<file path="config.mk">
export PLATFORM = sky130hd
export DESIGN_NAME = instr_fetch
export DESIGN_NICKNAME = d
export VERILOG_FILES = /design/src/rtl/instr_fetch.sv
export SDC_FILE = /design/constraint.sdc
export NUM_CORES = 1
export LEC_CHECK = 0
export BUFFER_PORTS_ARGS = -buffer_cell sky130_fd_sc_hd__buf_2
export CAP_MARGIN = 25
export CORE_MARGIN = 2
export CORE_UTILIZATION = 48
export DETAILED_ROUTE_END_ITERATION = 10
export PLACE_DENSITY = 0.86
export SYNTH_ARGS = -nofsm -noshare
export SYNTH_HDL_FRONTEND = slang
export SYNTH_SLANG_ARGS = --single-unit
</file>
<file path="constraint.sdc">
create_clock -name clk -period 2.6 [get_ports clk]
set_clock_uncertainty 0.15 [all_clocks]
set_input_delay 0.39 -clock clk [delete_from_list [all_inputs] [get_ports clk]]
set_output_delay 0.39 -clock clk [all_outputs]
set_load 0.01 [all_outputs]
</file>
<file path="src/rtl/instr_fetch.sv">
// -----------------------------------------------------------------------------
// instr_fetch
//   This is the fetch stage for the MIPS CPU. It holds the PC and drives the
//   word address of the instruction ROM, which has a combinational read. On
//   the same edge that advances the PC, it captures the returned word into
//   the IF/ID pipeline register.
//
//   The stage handles the following:
//     - Load-use stall.
//     - Redirect for jr, j and branch. Redirects are taken in that priority
//       order and flush IF/ID.
//     - Halt/resume through a two-state RUN/HALT machine.
//     - A retired-fetch counter.
//
// Ports
//   clk          system clock, rising edge
//   rst_n        asynchronous active-low reset
//   rom_addr     ROM word address = pc[ADDR_W+1:2]
//   rom_data     ROM read data for rom_addr, same cycle
//   stall        hold PC and IF/ID
//   br_taken     branch redirect, target in br_target
//   j_taken      J/JAL redirect, target in j_target
//   jr_taken     JR/JALR redirect, target in jr_target
//   halt / go    enter / leave the HALT state
//   pc           current fetch PC
//   ifid_instr   latched instruction (0 when flushed)
//   ifid_pc4     latched fetch PC + 4
//   ifid_valid   ifid_instr holds a real instruction
//   halted       block is in HALT
//   fetch_count  number of instructions latched with valid = 1
// -----------------------------------------------------------------------------
module instr_fetch #(
    parameter logic [31:0] RESET_PC = 32'h0000_0000,
    parameter int          ADDR_W   = 10
) (
    input  logic              clk,
    input  logic              rst_n,
    output logic [ADDR_W-1:0] rom_addr,
    input  logic [31:0]       rom_data,
    input  logic              stall,
    input  logic              br_taken,
    input  logic [31:0]       br_target,
    input  logic              j_taken,
    input  logic [31:0]       j_target,
    input  logic              jr_taken,
    input  logic [31:0]       jr_target,
    input  logic              halt,
    input  logic              go,
    output logic [31:0]       pc,
    output logic [31:0]       ifid_instr,
    output logic [31:0]       ifid_pc4,
    output logic              ifid_valid,
    output logic              halted,
    output logic [31:0]       fetch_count
);

    typedef enum logic {
        ST_RUN  = 1'b0,
        ST_HALT = 1'b1
    } state_t;

    state_t      r_state, w_state_next;
    logic [31:0] r_pc, w_pc_next;
    logic [31:0] r_instr, w_instr_next;
    logic [31:0] r_pc4, w_pc4_next;
    logic        r_valid, w_valid_next;
    logic [31:0] r_count, w_count_next;

    logic        w_redirect;
    logic [31:0] w_target;
    logic [31:0] w_pc_plus4;

    // Target bits [1:0] are always discarded because the PC stays word aligned.
    logic        w_unused;
    assign w_unused = &{1'b0, jr_target[1:0], j_target[1:0], br_target[1:0]};

    assign w_redirect = jr_taken | j_taken | br_taken;
    assign w_pc_plus4 = r_pc + 32'd4;

    always_comb begin
        w_target = {br_target[31:2], 2'b00};
        if (jr_taken)
            w_target = {jr_target[31:2], 2'b00};
        else if (j_taken)
            w_target = {j_target[31:2], 2'b00};
    end

    always_comb begin
        w_state_next = r_state;
        w_pc_next    = r_pc;
        w_instr_next = r_instr;
        w_pc4_next   = r_pc4;
        w_valid_next = r_valid;
        w_count_next = r_count;
        case (r_state)
            ST_RUN: begin
                if (w_redirect) begin
                    // The redirect wins over both halt and stall. The word
                    // fetched from the old path is dropped, and ifid_pc4 keeps
                    // its value.
                    w_pc_next    = w_target;
                    w_instr_next = 32'd0;
                    w_valid_next = 1'b0;
                end else if (halt) begin
                    // halt also covers the case where go is high at the same time.
                    w_state_next = ST_HALT;
                    w_instr_next = 32'd0;
                    w_valid_next = 1'b0;
                end else if (!stall) begin
                    w_pc_next    = w_pc_plus4;
                    w_instr_next = rom_data;
                    w_pc4_next   = w_pc_plus4;
                    w_valid_next = 1'b1;
                    w_count_next = r_count + 32'd1;
                end
            end
            ST_HALT: begin
                // All state is frozen here. Fetch restarts from the held PC on
                // the edge after go.
                if (go)
                    w_state_next = ST_RUN;
            end
            default: w_state_next = ST_RUN;
        endcase
    end

    always_ff @(posedge clk or negedge rst_n) begin
        if (!rst_n) begin
            r_state <= ST_RUN;
            r_pc    <= RESET_PC;
            r_instr <= 32'd0;
            r_pc4   <= 32'd0;
            r_valid <= 1'b0;
            r_count <= 32'd0;
        end else begin
            r_state <= w_state_next;
            r_pc    <= w_pc_next;
            r_instr <= w_instr_next;
            r_pc4   <= w_pc4_next;
            r_valid <= w_valid_next;
            r_count <= w_count_next;
        end
    end

    assign rom_addr    = r_pc[ADDR_W+1:2];
    assign pc          = r_pc;
    assign ifid_instr  = r_instr;
    assign ifid_pc4    = r_pc4;
    assign ifid_valid  = r_valid;
    assign halted      = (r_state == ST_HALT);
    assign fetch_count = r_count;

endmodule

</file>
==> reports/qor.txt, run 1 <==
Yosys reg bits -> 126
Hold Crit Depth -> 2
Die footprint -> 14,400 sq um
Synth cell types -> 47
Fin nets -> 1,072
Initial Util -> 0.490
Post-CTS Setup Inserts -> 0
CTS Buf Count -> 17
Via count -> 6,256
Critical Path RT -> 2.70 ns
Data arrival time of the critical path -> 2.35 ns
Hold Path Class -> in2reg
IO Port Bufs -> 265
Slew headroom -> 0.455
Pleak -> 4.28 nW
IR drop worst, VDD -> 411 uV
Worst Path Buf+Inv -> 0
Reg2Reg Setup Slack -> 0.35 ns
Top cell type by total area after synthesis -> dfrtp_1
Num ports -> 276
RR Startpoint -> pc[8]
Worst-Skew Late Latency -> 0.42 ns
Vias in the first global route -> 5,932
Max Cap Viol -> 0
Routed Antenna Nets -> 0
CP delay by family, top -> simple AND/OR/NAND/NOR gates
Min Tclk post-route -> 2.25 ns
Area share of the largest cell type after synthesis -> 0.488
All-Layer GR Usage -> 0.266
Number of synthesized flops with an enable pin -> 0
Gpl congestion -> 0.835
Worst hold endpoint -> halted
Hold wc startpoint -> go
Worst setup EP type -> register
Critical Path Start Type -> register
Starting DRT DRC Count -> 335
Power Internal -> 3.99 mW
Worst R2R Path Depth -> 5
Ys Warns -> 0
Final hold slack -> 0.0154 ns
Seq/Total Area, Yosys -> 0.488
Status -> completed
Clk sinks -> 126
CTS clk-pin slew, worst paths -> 0.05 ns
Main synth FF type -> dfrtp_1
Comb pwr share -> 0.195
FP Rows -> 42
Crit Path Class -> reg2reg
Largest net degree at the start of global routing -> 64
CTS resizes -> 0
Final wirelength -> 18,800 um
CTS Root Cell -> clkbuf_16
Final cell count without fillers -> 1,122
Actual slew at the worst max-slew pin -> 0.817 ns
CP dominant cell by count -> nand4_1
Share of power burned in registers -> 0.424
Longest Clk Path Bufs -> 2
PD cells -> 667 nW/um^2
Placeable Area -> 13,200 sq um
Sw Share -> 0.296
N_diodes -> 0
Setup-failing EPs final -> 0
Routed vias/inst -> 5.58
Drt first pass iters -> 4
Avg Cell Area, Syn -> 9.46 sq um
Crit Reg-Reg Endpoint -> pc[26]
Hold buffer count at cts -> 1
Share of total power in the clock network -> 0.380
Synth top area cells -> dfrtp_1 (49%), nand2_1 (6.2%), o21ai_0 (5.9%)
CTS tree -> built
Residual DRC -> 0
Cell Area, Synth -> 6460 sq um
Final period util -> 0.864
Fraction of layout cells with a size suffix above 1 -> 0.350
P_sw -> 1.68 mW
Async SR Flop Fraction -> 1.00
Placed Cells -> 1,090
Grt total ovfl -> 0
Die height -> 120 um
Worst-path fanout max -> 10
First-pass GRT wire length -> 29,900 um
Detail Placement HPWL -> 13,800 um
Cells after Synth -> 683
Setup tns final -> 0 ns
Critical path's slowest cell -> nor3_1
Fmax -> 445 MHz
Die X -> 120 um
Slowest stage delay, CP -> 0.57 ns
Slew Limit Fails -> 0
CTS HTree Levels -> 4
Wire length per cell -> 16.8 um
Layout area overhead -> 31.6%
Initial antenna violation count -> 0
Final Util -> 0.644
Crit-path cells -> nand4_1 > nor3_1 > nand4_1 > o31ai_1 > a2bb2oi_1
Endpoints failing hold -> 0
Unrepaired setup endpoints after global routing -> false
## cells in the final DEF (no fill, tap or decap), drive strengths merged, types with 22 or more instances in the layout
| cell type | instances |
|---|---|
| dfrtp | 126 |
| nor2 | 27 |
| o21ai | 76 |
| nand4 | 22 |
| xnor2 | 26 |
| a21oi | 27 |
| xor2 | 33 |
| nand2 | 106 |
| a22o | 32 |
| buf | 289 |
## how the worst max path moves through the flow
stage / start / endpoint / slack, ns / cells past startpoint
after floorplan: j_taken / fetch_count[13] / 0.32 / 7
after detailed placement: halt / pc[9] / 0.15 / 7
final: pc[8] / pc[26] / 0.35 / 5
after CTS: pc[8] / pc[26] / 0.34 / 5
after global placement: halt / pc[9] / 0.18 / 7
after global routing: pc[8] / pc[26] / 0.07 / 5
## metal layers
layer  wire (um)  global-route usage  vias up
met5           0                   0        -
met4         422              0.0985        0
met3        1290              0.0637       36
met2        9160               0.443      278
met1        7950               0.338     3008
li1            -                   -     2934
## cell type report
| class | count | area, sq um |
|---|---|---|
| Clock buffer | 20 | 447 |
| Clock inverter | 11 | 95.1 |
| Fill cell | 1093 | 4690 |
| Inverter | 6 | 22.5 |
| Multi-Input combinational cell | 493 | 3020 |
| Sequential cell | 126 | 3150 |
| Tap cell | 176 | 220 |
| Timing Repair Buffer | 290 | 1540 |
## state kept, by name, summed over array words and instances, names as in the netlist
name         flops
pc              30
halted           1
ifid_valid       1
ifid_pc4        30
fetch_count     32
ifid_instr      32
## stage by stage
step	total power, mW	setup slack [ns]	instance area, sq um
detailed placement	3.55	0.147	7950
floorplan	3.01	0.316	6470
CTS	5.72	0.341	8500
global route	5.96	0.0730	8500
finish	5.67	0.354	8500
global placement	3.51	0.177	7950
## power groups by stage
stage	logic, mW	registers (mW)	clock network, mW
after floorplan	0.517	2.49	0
after global placement	1.09	2.42	0
after detailed placement	1.11	2.43	0
after CTS	1.12	2.40	2.20
after global routing	1.23	2.44	2.30
final	1.11	2.40	2.16
## cells in the mapped netlist, types with 2 or more instances
library cell and count:
nor3_1 14, a22o_1 32, nand3_1 20, clkbuf_1 37, or3_1 2, o21ai_0 76
o22ai_1 21, nand4_1 21, buf_1 6, a22oi_1 4, a211oi_1 3, nor4_2 3
a21oi_1 27, xnor2_1 26, a21o_1 3, a2bb2oi_1 16, o22a_1 4, and2_1 2
nand2_1 106, nor2_1 27, nand2b_1 2, and3_1 7, o211ai_1 4, dfrtp_1 126
xor2_1 33, nor2b_1 2, nor4_1 3, inv_1 5, nor3_2 2, o31ai_1 2
mux2i_1 9, buf_4 14, a311oi_1 2, ha_1 2, buf_2 4, and4_1 4
a31oi_1 2
## cells by family after synthesis
kind of cell / synth area share
AND/OR/NAND/NOR: 0.169
AO/OA/AOI/OAI: 0.197
flip-flops: 0.488
buffers and inverters: 0.0478
XOR/XNOR: 0.0800
multiplexers: 0.0139
adder cells (fa/ha/maj): 0.00387
other: 0.000581
No activity file was read; power rests on OpenSTA's default activity.
==> run 2: changes to the inputs <==
==> config.mk (replaced) <==
export PLATFORM = sky130hd
export DESIGN_NAME = instr_fetch
export DESIGN_NICKNAME = d
export VERILOG_FILES = /design/src/rtl/instr_fetch.sv
export SDC_FILE = /design/constraint.sdc
export NUM_CORES = 1
export LEC_CHECK = 0
export CAP_MARGIN = 25
export CORE_MARGIN = 2
export CORE_UTILIZATION = 56
export DETAILED_ROUTE_END_ITERATION = 10
export DONT_BUFFER_PORTS = 1
export PLACE_DENSITY = 0.77
export SLEW_MARGIN = 0
export SYNTH_ARGS = -nofsm -noshare
export SYNTH_HDL_FRONTEND = slang
export SYNTH_SLANG_ARGS = --single-unit
==> constraint.sdc (replaced) <==
create_clock -name clk -period 2.6 [get_ports clk]
set_clock_uncertainty 0.15 [all_clocks]
set_input_delay 0.39 -clock clk [delete_from_list [all_inputs] [get_ports clk]]
set_output_delay 0.39 -clock clk [all_outputs]
set_load 0.05 [all_outputs]
==> run 2 against run 1 <==
The run now ends with negative hold slack left. Sequential share of layout area rose by 3.1 points. Via count fell by 12%. Cell count is 20% lower. Register-to-register slack about the same. Critical path type unchanged.
==> reports/qor.txt, run 2 (synthesis results as in run 1) <==
Residual DRC -> 0 (unchanged)
Setup tns final -> 0 ns (unchanged)
Crit-path cells -> ha_1 > and4_1 > nor2b_1 > buf_4 > nand4_1 > xor2_1 > o21ai_0 (was nand4_1 > nor3_1 > nand4_1 > o31ai_1 > a2bb2oi_1)
CTS HTree Levels -> 4 (unchanged)
Critical path's slowest cell -> dfrtp_1 (was nor3_1)
Actual slew at the worst max-slew pin -> 0.631 ns (was 0.817 ns)
Most frequent cells in the layout -> dfrtp_1 (126), nand2_1 (106), o21ai_0 (76), buf_4 (67), dlygate4sd3_1 (34) (was buf_2 (264), dfrtp_1 (126), nand2_1 (106), o21ai_0 (76), xor2_1 (33))
Longest Clk Path Bufs -> 2 (unchanged)
CP delay by family, top -> simple AND/OR/NAND/NOR gates (unchanged)
N_diodes -> 0 (unchanged)
Grt total ovfl -> 0 (unchanged)
Fin nets -> 883 (was 1,072)
Gpl congestion -> 0.867 (was 0.835)
RR Startpoint -> pc[2] (was pc[8])
Number of fill cells -> 856 (was 1,093)
Commonest non-fill, non-tap cell in the layout -> dfrtp_1 (was buf_2)
Num ports -> 276 (unchanged)
CTS clk-pin slew, worst paths -> 0.06 ns (was 0.05 ns)
Worst Path Buf+Inv -> 1 (was 0)
Layout area overhead -> 21.3% (was 31.6%)
Die footprint -> 12,400 sq um (was 14,400 sq um)
Critical Path RT -> 2.71 ns (was 2.70 ns)
Detail Placement HPWL -> 12,100 um (was 13,800 um)
Placed Cells -> 835 (was 1,090)
First-pass GRT wire length -> 28,200 um (was 29,900 um)
Unrepaired setup endpoints after global routing -> false (unchanged)
Hold buffer count at cts -> 34 (was 1)
Final wirelength -> 18,000 um (was 18,800 um)
Placeable Area -> 11,300 sq um (was 13,200 sq um)
Slew headroom -> 0.576 (was 0.455)
PD cells -> 835 nW/um^2 (was 667 nW/um^2)
Final hold slack -> -0.474 ns (was 0.0154 ns)
Routed vias/inst -> 6.13 (was 5.58)
Crit Path Class -> reg2reg (unchanged)
Worst-path fanout max -> 8 (was 10)
Wire length per cell -> 19.9 um (was 16.8 um)
Hold Path Class -> in2async (was in2reg)
Setup-failing EPs final -> 0 (unchanged)
IR drop worst, VDD -> 650 uV (was 411 uV)
CTS Buf Count -> 17 (unchanged)
Initial antenna violation count -> 0 (unchanged)
Min Tclk post-route -> 2.25 ns (about the same)
Share of total power in the clock network -> 0.379 (was 0.380)
CTS resizes -> 0 (unchanged)
Drt first pass iters -> 6 (was 4)
Worst-Skew Late Latency -> 0.41 ns (was 0.42 ns)
Status -> finished, violations left (was completed)
Via count -> 5,519 (was 6,256)
CTS Root Cell -> clkbuf_16 (unchanged)
Post-CTS Setup Inserts -> 0 (unchanged)
Clk sinks -> 126 (unchanged)
Worst setup EP type -> register (unchanged)
Slowest stage delay, CP -> 0.43 ns (was 0.57 ns)
Die height -> 111 um (was 120 um)
Starting DRT DRC Count -> 362 (was 335)
Failing checks -> negative hold slack
Post-route cell area -> 7840 sq um (was 8500 sq um)
Max Cap Viol -> 0 (unchanged)
Slew Limit Fails -> 0 (unchanged)
Endpoints failing hold -> 126 (was 0)
IO Port Bufs -> 0 (was 265)
Power Internal -> 4.12 mW (was 3.99 mW)
FP Rows -> 39 (was 42)
Initial Util -> 0.571 (was 0.490)
Pleak -> 3.50 nW (was 4.28 nW)
CTS tree -> built (unchanged)
Sw Share -> 0.371 (was 0.296)
Routed Antenna Nets -> 0 (unchanged)
Final cell count without fillers -> 901 (was 1,122)
Data arrival time of the critical path -> 2.37 ns (was 2.35 ns)
Critical Path Start Type -> register (unchanged)
All-Layer GR Usage -> 0.285 (was 0.266)
Fraction of layout cells with a size suffix above 1 -> 0.148 (was 0.350)
Final Util -> 0.692 (was 0.644)
Fmax -> 443 MHz (was 445 MHz)
Setup crit start -> pc[2] (was pc[8])
Comb pwr share -> 0.189 (was 0.195)
Placed Area -> 6880 sq um (was 7950 sq um)
Vias in the first global route -> 5,365 (was 5,932)
Die X -> 111 um (was 120 um)
Largest net degree at the start of global routing -> 127 (was 64)
P_sw -> 2.43 mW (was 1.68 mW)
Final period util -> 0.867 (was 0.864)
Share of power burned in registers -> 0.431 (was 0.424)
run 2: cell count changes in the layout (fill, tap and decap cells not counted), moves of 2 or more:
cell | previous run | this run
bufinv_16 | 1 | 3
clkinv_2 | 5 | 2
inv_6 | 0 | 3
buf_4 | 23 | 67
inv_8 | 0 | 2
clkbuf_1 | 2 | 0
buf_12 | 2 | 0
dlygate4sd3_1 | 1 | 34
buf_2 | 264 | 0
run 2: power by group through the flow:
stage / logic, mW / registers, mW / clock network (mW)
detailed placement: 1.19 / 2.86 / 0
finish: 1.24 / 2.82 / 2.48
global route: 1.32 / 2.85 / 2.61
CTS: 1.24 / 2.82 / 2.51
global placement: 1.16 / 2.85 / 0
floorplan: 0.607 / 3.16 / 0
run 2: metal layers:
metal / share of wire / routed length, um / GRT usage / vias up
met5: 0 / 0 / 0 / -
met4: 0.027 / 483 / 0.119 / 0
met3: 0.074 / 1320 / 0.0789 / 35
met2: 0.50 / 8950 / 0.474 / 266
met1: 0.40 / 7220 / 0.352 / 2661
li1: - / - / - / 2557
run 2: final cells by class:
class,instances,area (sq um),area share
flip-flops and latches,126,3150,0.402
multi-input cells,493,3020,0.385
repair buffers,101,843,0.108
inverters,6,22.5,0.00287
clock inverters,14,181,0.0232
clock buffers,18,439,0.0560
well taps,143,179,0.0228
run 2: path summary, 6_finish.rpt:
kind / endpoint / slack [ns] / cells after the start
min: fetch_count[27] / -0.47 / 0
max: ifid_pc4[18] / 0.35 / 7
min reg2reg: fetch_count[12] / 0.38 / 1
max in group asynchronous: pc[23] / 2.63 / 0
max reg2reg: ifid_pc4[18] / 0.35 / 7
min in group clk: ifid_valid / 0.06 / 2
run 2: through the flow:
step	power (mW)	setup WS [ns]
after floorplan	3.76	0.161
after global placement	4.01	0.338
after detailed placement	4.05	0.302
after CTS	6.57	0.323
after global routing	6.77	0.138
final	6.54	0.345
run 2: worst register-to-register path: stages, from the launching register on:
cell     delay, ns
dfrtp_1       0.43
ha_1          0.29
and4_1        0.32
nor2b_1       0.20
buf_4         0.19
nand4_1       0.17
xor2_1        0.25
o21ai_0       0.11
